`src/rtl/fetch_pkg.sv`:
```
// fetch_pkg: shared constants for the instruction-fetch front end
//   WIDTH          default address/instruction width
//   RESET_PC       default PC loaded on reset
//   PC_STEP        sequential fetch increment
//   PC_READ_OFFSET ARM R15 read offset relative to the instruction address
package fetch_pkg;
    localparam int          WIDTH          = 32;
    localparam logic [31:0] RESET_PC       = 32'h0;
    localparam logic [31:0] PC_STEP        = 32'd4;
    localparam logic [31:0] PC_READ_OFFSET = 32'd8;
endpackage

```
`src/rtl/adder.sv`:
```
// adder: combinational modulo-2^WIDTH adder
//   a, b  operands
//   sum   a + b, carry discarded
module adder #(
    parameter int WIDTH = 32
) (
    input  logic [WIDTH-1:0] a,
    input  logic [WIDTH-1:0] b,
    output logic [WIDTH-1:0] sum
);
    assign sum = a + b;
endmodule

```
`src/rtl/fetch_queue.sv`:
```
// fetch_queue: DEPTH-entry circular FIFO of {pc, instr} with flush
//   clk, reset            clock, synchronous active-high reset
//   flush                 empty the queue (wins over push/pop)
//   push, push_pc/instr   write an entry at the tail
//   pop                   drop the head entry (caller only pops when count != 0)
//   count                 number of valid entries
//   head_pc, head_instr   entry at the head
module fetch_queue
    import fetch_pkg::*;
#(
    parameter  int WIDTH = fetch_pkg::WIDTH,
    parameter  int DEPTH = 2,
    localparam int AW    = $clog2(DEPTH),
    localparam int CW    = AW + 1
) (
    input  logic             clk,
    input  logic             reset,
    input  logic             flush,
    input  logic             push,
    input  logic [WIDTH-1:0] push_pc,
    input  logic [WIDTH-1:0] push_instr,
    input  logic             pop,
    output logic [CW-1:0]    count,
    output logic [WIDTH-1:0] head_pc,
    output logic [WIDTH-1:0] head_instr
);
    logic [WIDTH-1:0] pc_mem    [DEPTH];
    logic [WIDTH-1:0] instr_mem [DEPTH];
    logic [AW-1:0]    rd_ptr, wr_ptr;

    assign head_pc    = pc_mem[rd_ptr];
    assign head_instr = instr_mem[rd_ptr];

    always_ff @(posedge clk) begin
        if (reset || flush) begin
            rd_ptr <= '0;
            wr_ptr <= '0;
            count  <= '0;
        end else begin
            if (push) begin
                pc_mem[wr_ptr]    <= push_pc;
                instr_mem[wr_ptr] <= push_instr;
                wr_ptr            <= wr_ptr + 1'b1;
            end
            if (pop)
                rd_ptr <= rd_ptr + 1'b1;
            count <= count + CW'(push) - CW'(pop);
        end
    end
endmodule

```
`src/rtl/fetch_unit.sv`:
```
// fetch_unit: PC register, synchronous imem driver and fetch queue feeding decode
//   clk, reset                 clock, synchronous active-high reset
//   redirect, redirect_pc      PC change from execute; flushes all fetched state
//   imem_en, imem_addr         read request and word-aligned address (= pc)
//   imem_rdata                 instruction, valid the cycle after imem_en
//   out_valid, out_ready       decode handshake
//   out_instr, out_pc          queue head and its address
//   out_pc_plus8               out_pc + 8 (R15 read value)
module fetch_unit #(
    parameter int               WIDTH    = fetch_pkg::WIDTH,
    parameter logic [WIDTH-1:0] RESET_PC = WIDTH'(fetch_pkg::RESET_PC),
    parameter int               DEPTH    = 2
) (
    input  logic             clk,
    input  logic             reset,
    input  logic             redirect,
    input  logic [WIDTH-1:0] redirect_pc,
    output logic             imem_en,
    output logic [WIDTH-1:0] imem_addr,
    input  logic [WIDTH-1:0] imem_rdata,
    output logic             out_valid,
    input  logic             out_ready,
    output logic [WIDTH-1:0] out_instr,
    output logic [WIDTH-1:0] out_pc,
    output logic [WIDTH-1:0] out_pc_plus8
);
    import fetch_pkg::*;

    localparam int CW = $clog2(DEPTH) + 1;

    logic [WIDTH-1:0] pc, pc_next, req_pc, head_pc;
    logic [CW-1:0]    count;
    logic             inflight, killed, issue, push, pop;
    logic             unused_low;

    assign unused_low = ^redirect_pc[1:0];

    assign pop       = out_valid & out_ready;
    // Each in-flight request owns a queue slot, so a full queue can never overflow.
    assign issue     = !reset && !redirect &&
                       (({1'b0, count} + (CW+1)'(inflight) - (CW+1)'(pop)) < (CW+1)'(DEPTH));
    // A response arriving in a flush cycle, or flagged after one, belongs to the old stream.
    assign push      = inflight && !killed && !redirect && !reset;
    assign imem_en   = issue;
    assign imem_addr = pc;
    assign out_valid = !reset && (count != '0);
    assign out_pc    = head_pc;

    adder #(.WIDTH(WIDTH)) u_pc_add (
        .a   (pc),
        .b   (WIDTH'(PC_STEP)),
        .sum (pc_next)
    );

    adder #(.WIDTH(WIDTH)) u_r15_add (
        .a   (head_pc),
        .b   (WIDTH'(PC_READ_OFFSET)),
        .sum (out_pc_plus8)
    );

    fetch_queue #(.WIDTH(WIDTH), .DEPTH(DEPTH)) u_queue (
        .clk        (clk),
        .reset      (reset),
        .flush      (redirect),
        .push       (push),
        .push_pc    (req_pc),
        .push_instr (imem_rdata),
        .pop        (pop),
        .count      (count),
        .head_pc    (head_pc),
        .head_instr (out_instr)
    );

    always_ff @(posedge clk) begin
        if (reset) begin
            pc       <= RESET_PC;
            inflight <= 1'b0;
            killed   <= 1'b0;
        end else begin
            inflight <= issue;
            killed   <= redirect;
            if (redirect)
                pc <= {redirect_pc[WIDTH-1:2], 2'b00};
            else if (issue) begin
                pc     <= pc_next;
                req_pc <= pc;
            end
        end
    end
endmodule

```
`config.mk`:
```
export PLATFORM = sky130hd
export DESIGN_NAME = fetch_unit
export DESIGN_NICKNAME = d
export VERILOG_FILES = /design/src/rtl/fetch_pkg.sv /design/src/rtl/adder.sv /design/src/rtl/fetch_queue.sv /design/src/rtl/fetch_unit.sv
export SDC_FILE = /design/constraint.sdc
export NUM_CORES = 1
export LEC_CHECK = 0
export CORE_UTILIZATION = 45
export CTS_CLUSTER_SIZE = 8
export DETAILED_ROUTE_END_ITERATION = 7
export PLACE_DENSITY = 0.76
export SETUP_SLACK_MARGIN = 0.05
export SLEW_MARGIN = 20
export SYNTH_ARGS = -nofsm -noshare
export SYNTH_HDL_FRONTEND = slang
export SYNTH_SLANG_ARGS = --single-unit
```
`constraint.sdc`:
```
create_clock -name clk -period 5 [get_ports clk]
set_clock_uncertainty 0.1 [all_clocks]
set_input_delay 0.75 -clock clk [delete_from_list [all_inputs] [get_ports clk]]
set_output_delay 0.75 -clock clk [all_outputs]
set_load 0.02 [all_outputs]
```
# Word level (Yosys, flattened, before mapping)
# Memory sizes are Yosys's and may differ from the RTL's. A register that Yosys moved wholly into a read port is not among the register bits.
# Index checks and enable logic that the tools add are counted.
# Widths: inputs -> output; s select.
[op_classes]
addsub = 8
order_cmp = 1
n_mux = 9
n_bitwise = 3
n_reduce_logical = 14
[ops]
columns = ["cell", "n"]
rows = [
  ["$mux 32", 2],
  ["$add 32x3->32 const B", 1],
  ["$add 32x4->32 const B", 1],
  ["$mux 1", 7],
  ["$logic_and 1x1->1", 6],
  ["$reduce_bool 2->1", 2],
  ["$add 2x1->3", 1],
  ["$logic_not 1->1", 3],
  ["$lt 3x2->1 const B", 1],
  ["$reduce_and 3->1", 1],
  ["$sub 3x1->3", 1],
  ["$add 1x1->1 const B", 2],
  ["$add 2x1->2", 1],
  ["$not 1->1", 2],
  ["$reduce_or 2->1", 1],
  ["$sub 2x1->2", 1],
  ["$and 1x1->1", 1],
  ["$logic_or 1x1->1", 1],
]
[word_totals]
register_bits = 70
ram_bits = 128
in_bits = 68
output_inout_bits = 130
n_memories = 2
[mem_list]
columns = ["name", "depth", "word_bits", "read_ports", "rd_ports_with_merged_regs", "wr", "line_no", "source"]
rows = [
  ["u_queue.instr_mem", 2, 32, 1, 1, 1, "fetch_queue.sv:28", "logic [WIDTH-1:0] instr_mem [DEPTH];"],
  ["u_queue.pc_mem", 2, 32, 1, 1, 1, "fetch_queue.sv:27", "logic [WIDTH-1:0] pc_mem [DEPTH];"],
]

# Depth between registers and ports, before layout
# Gate-level depths: netlist of the first run.
[logic_depth]
ltp_word = 8
depth_mapped = 14

# By module
# From an unflattened synthesis of the first run, not the netlist that was laid out.
[hier_totals]
hier_cells = 935
hier_area_um2 = 11364.6
[by_module_without_submodules]
columns = ["mod", "n_inst", "cells_per_inst", "area_per_inst_um2", "seq_area_each_um2"]
rows = [
  ["fetch_queue", 1, 219, 5136.2, 3943.8],
  ["fetch_unit", 1, 234, 2800.2, 1641.6],
  ["adder at u_pc_add", 1, 241, 1744.2, 0.0],
  ["adder at u_r15_add", 1, 241, 1684.1, 0.0],
]

# Worst setup path after synthesis of the first run
# Ideal clock, no wire load.
[synth_path]
path_type = "in2reg"
start = "in reset"
end = "mem u_queue.instr_mem[0][0] (enable)"
setup_ps = 490
t_arrival_ps = 4228
setup_slack_ps = 182
path_stages = 3
path_cell_list = "buf_2 -> nor4b_1 -> nor2b_1"
[synth_between]
elab_chain_len = 5
elab_cells_between_ends = 6
classes_between = "mux: 3; reduce/logical: 3"
[synth_lines]
columns = ["item", "line_no", "source"]
rows = [
  ["start: declaration", "fetch_unit.sv:15", "input logic reset,"],
  ["$logic_not 1->1", "fetch_unit.sv:43", "assign push = inflight && !killed && !redirect && !reset;"],
  ["$logic_and 1x1->1", "fetch_unit.sv:43", ""],
  ["via push", "fetch_unit.sv:33", "logic inflight, killed, issue, push, pop;"],
  ["$mux 1", "fetch_queue.sv:40", "if (push) begin"],
  ["$mux 1", "fetch_queue.sv:35", "if (reset || flush) begin"],
  ["$mux 1 (implied by the code)", "fetch_queue.sv:42", "instr_mem[wr_ptr] <= push_instr;"],
  ["end: declaration", "fetch_queue.sv:28", ""],
]
# The timed path passes the listed nets, and every way through them passes these cells.

==> results of run 1 <==
-- worst max-delay path, cell delays in order, from the launching register on --
cell and delay (ns):
dfxtp_4 0.78, mux2i_1 0.30, inv_1 0.15, ha_1 0.21
inv_1 0.07, a211oi_2 0.36, and2_0 0.36, nand4_1 0.22
xnor2_1 0.23, clkdlybuf4s50_1 0.63
-- how the worst min path moves through the flow --
stage | start | to | slack (ns) | depth (start not counted)
CTS | req_pc[2] | u_queue.pc_mem[0][2] | 0.34 | 0
global route | req_pc[2] | u_queue.pc_mem[0][2] | 0.34 | 0
finish | req_pc[2] | u_queue.pc_mem[1][2] | 0.35 | 0
floorplan | req_pc[10] | u_queue.pc_mem[0][10] | 0.32 | 0
detailed placement | req_pc[29] | u_queue.pc_mem[1][29] | 0.33 | 0
global placement | req_pc[29] | u_queue.pc_mem[0][29] | 0.33 | 0
-- cells by family after synthesis --
kind of cell	count (synthesis)	share of synthesized area
AO/OA/AOI/OAI	77	0.0613
XOR/XNOR	38	0.0403
adder cells (fa/ha/maj)	6	0.0100
buffers and inverters	53	0.0318
flip-flops	191	0.650
multiplexers	69	0.0925
other	1	0.000454
AND/OR/NAND/NOR	169	0.113
-- metrics by stage --
stage	total power, W	hold WS (ns)	util	worst slack (ns)	instance area (um^2)
2_1_floorplan	0.00194	0.321	-	0.182	8270
3_3_place_gp	0.00207	0.327	0.577	0.695	10400
3_5_place_dp	0.00208	0.330	0.577	0.677	10400
4_1_cts	0.00338	0.344	0.609	0.355	10900
5_1_grt	0.00347	0.344	0.609	0.112	10900
6_report	0.00335	0.348	0.609	0.398	10900
-- layer usage --
layer | wire length [um] | global-route usage
met5 | 0 | 0
met4 | 424 | 0.0788
met3 | 1200 | 0.0408
met2 | 8820 | 0.323
met1 | 7830 | 0.253
-- layout by cell type, fill, tap and decap left out, types with 3 or more instances in the layout --
cell type and instances:
nand2_1 49, nor2_1 21, buf_4 10, a21oi_1 23
dfxtp_1 36, clkdlybuf4s50_1 189, o311ai_0 4, edfxtp_1 154
a31oi_1 15, nand4b_1 6, ha_1 5, nand4_1 11
and2_1 12, mux2_2 56, mux2i_1 11, and4_1 3
xnor2_1 24, clkbuf_16 17, nand3_1 28, o22ai_1 8
conb_1 6, xor2_1 14, o21ai_0 15, inv_1 19
clkbuf_1 3, clkinvlp_4 8, a211oi_2 3, and3_1 5
nor3_1 11
-- state kept, by name, summed over array words and instances, names as in the netlist, named ones only --
name and cells:
u_queue.instr_mem 64, inflight 1, u_queue.pc_mem 60, u_queue.rd_ptr 1
u_queue.wr_ptr 1, imem_addr 30, req_pc 30, u_queue.count 2
killed 1
-- where the power goes --
part | switching (W) | internal (W)
Combinational | 0.000121 | 0.000126
Clock | 0.000566 | 0.000738
Sequential | 0.0000404 | 0.00176
-- cell type report --
type,count,area (um^2)
Sequential cell,191,5370
Fill cell,1388,7020
Timing Repair Buffer,200,1990
Clock inverter,12,138
Inverter,20,75.1
Multi-Input combinational cell,365,2650
Tap cell,229,287
Clock buffer,20,437
==> impl_metrics.csv, run 1 <==
group,metric,value,unit
layout,drive_gt1_frac,0.141,
detailed_routing,postRouteAntennaNets,0,
sta,slew-limit-headroom,0.412,
global_routing,grt_max_degree,55,
setup_path,critical_path.max_fanout,54,
synthesis,netlist_instances,604,
clock_network,clk_pin_slew_worst_paths,0.07,ns
flow_run,maxCapViolations,0,
detailed_routing,drt_iter0_drc,300,
global_routing,antenna_found_initial,0,
synthesis,yosysWarnings,0,
synthesis,synth_area_leaders,"edfxtp_1 56%, dfxtp_1 9.0%, mux2_2 7.6%, xnor2_1 2.5%, nand2_1 2.2%",
die,start_util,0.459,
run_status,outcome,"finished, final reports clean",
setup_path,crit_path_end_kind,"primary output",
die,die_w,137,um
pwr,cellPowerDensity,306,nW/um^2
die,die_area,18900,um^2
die,num_rows,49,
sta,tightest_slew,0.869,ns
sta,fin_crit_sh,0.920,
detailed_routing,drt-wirelength-per-cell,17.6,um
setup_path,rr_worst_depth,14,
layout,num_antenna_cells,0,
placed_design,io_buffer_count,189,
clock_network,htree_num_levels,4,
placed_design,dp_hpwl,13000,um
sta,finalHoldViolCount,0,
sta,min_period,4.60,ns
clock_network,ctsResizeCount,0,
setup_path,crit_end,"out_pc_plus8[25]",
die,core-area,18000,um^2
synthesis,synth.avg_cell_area,13.7,um^2
layout,syn_to_final_growth,32.6,%
setup_path,r2r_slack,1.35,ns
pwr,p_leak,3.64,nW
synthesis,synth_seq_cells,191,
synthesis,synth_flop_cell,"edfxtp_1",
die,fp.dieH,137,um
sta,report.final.slew_viol_count,0,
clock_network,post_cts_buffers,0,
global_routing,grtUsageTotal,0.197,
setup_path,rr_endpoint,"imem_addr[22]",
synthesis,synth_area,8250,um^2
clock_network,cts.sink_count,191,
clock_network,cts_buffer_depth,2,
placed_design,placedCellCount,1005,
sta,fmax,217,MHz
global_routing,grt_pass1_wl,28100,um
detailed_routing,finalWirelength,18300,um
setup_path,worstPathRequired,4.15,ns
global_routing,grt_pass1_vias,5347,
setup_path,crit_type,"reg -> out",
synthesis,synth.top_cell.area_share,0.560,
min_path,hp-class,"reg -> reg",
synthesis,async_reset_ff_frac,0,
sta,setup_tns,0,ns
sta,rsz0062_at_grt,"no",
clock_network,cts_root_buf,"clkbuf_16",
synthesis,synth_edf_count,154,
pwr,peakVddDrop,0.231,mV
setup_path,arrival,3.75,ns
synthesis,synth.distinct_cells,57,
synthesis,synth.most_common_cell,"edfxtp_1",
synthesis,ys_seq_area_frac,0.650,
synthesis,synth.largest_area_cell,"edfxtp_1",
die,io_pins,198,
sta,finalSetupViolCount,0,
layout,finalNonFillerCells,1037,
detailed_routing,vias,5539,
placed_design,gp_congestion,0.839,
setup_path,r2r-start,"u_queue.count[1]",
detailed_routing,first_pass_iters,5,
clock_network,cts_tree,"built",
setup_path,start_kind,"register",
global_routing,grt_remaining_overflow,0,
synthesis,synthTopCellsByCount,"154 x edfxtp_1, 56 x mux2_2, 49 x nand2_1",
clock_network,numCtsBuffers,17,
clock_network,worstSkewPairLatency,0.42,ns
clock_network,postCtsHoldBufs,0,
detailed_routing,drcViolationCount,0,
layout,nets,869,
detailed_routing,avgViaCountPerCell,5.34,
(Power assumes the default switching activity.)
==> run 2: changes to the inputs <==
Settings changed: TNS_END_PERCENT from default to 30.
==> results of run 2 <==
No change in the layout: final DEF, timing and power equal those of run 1.
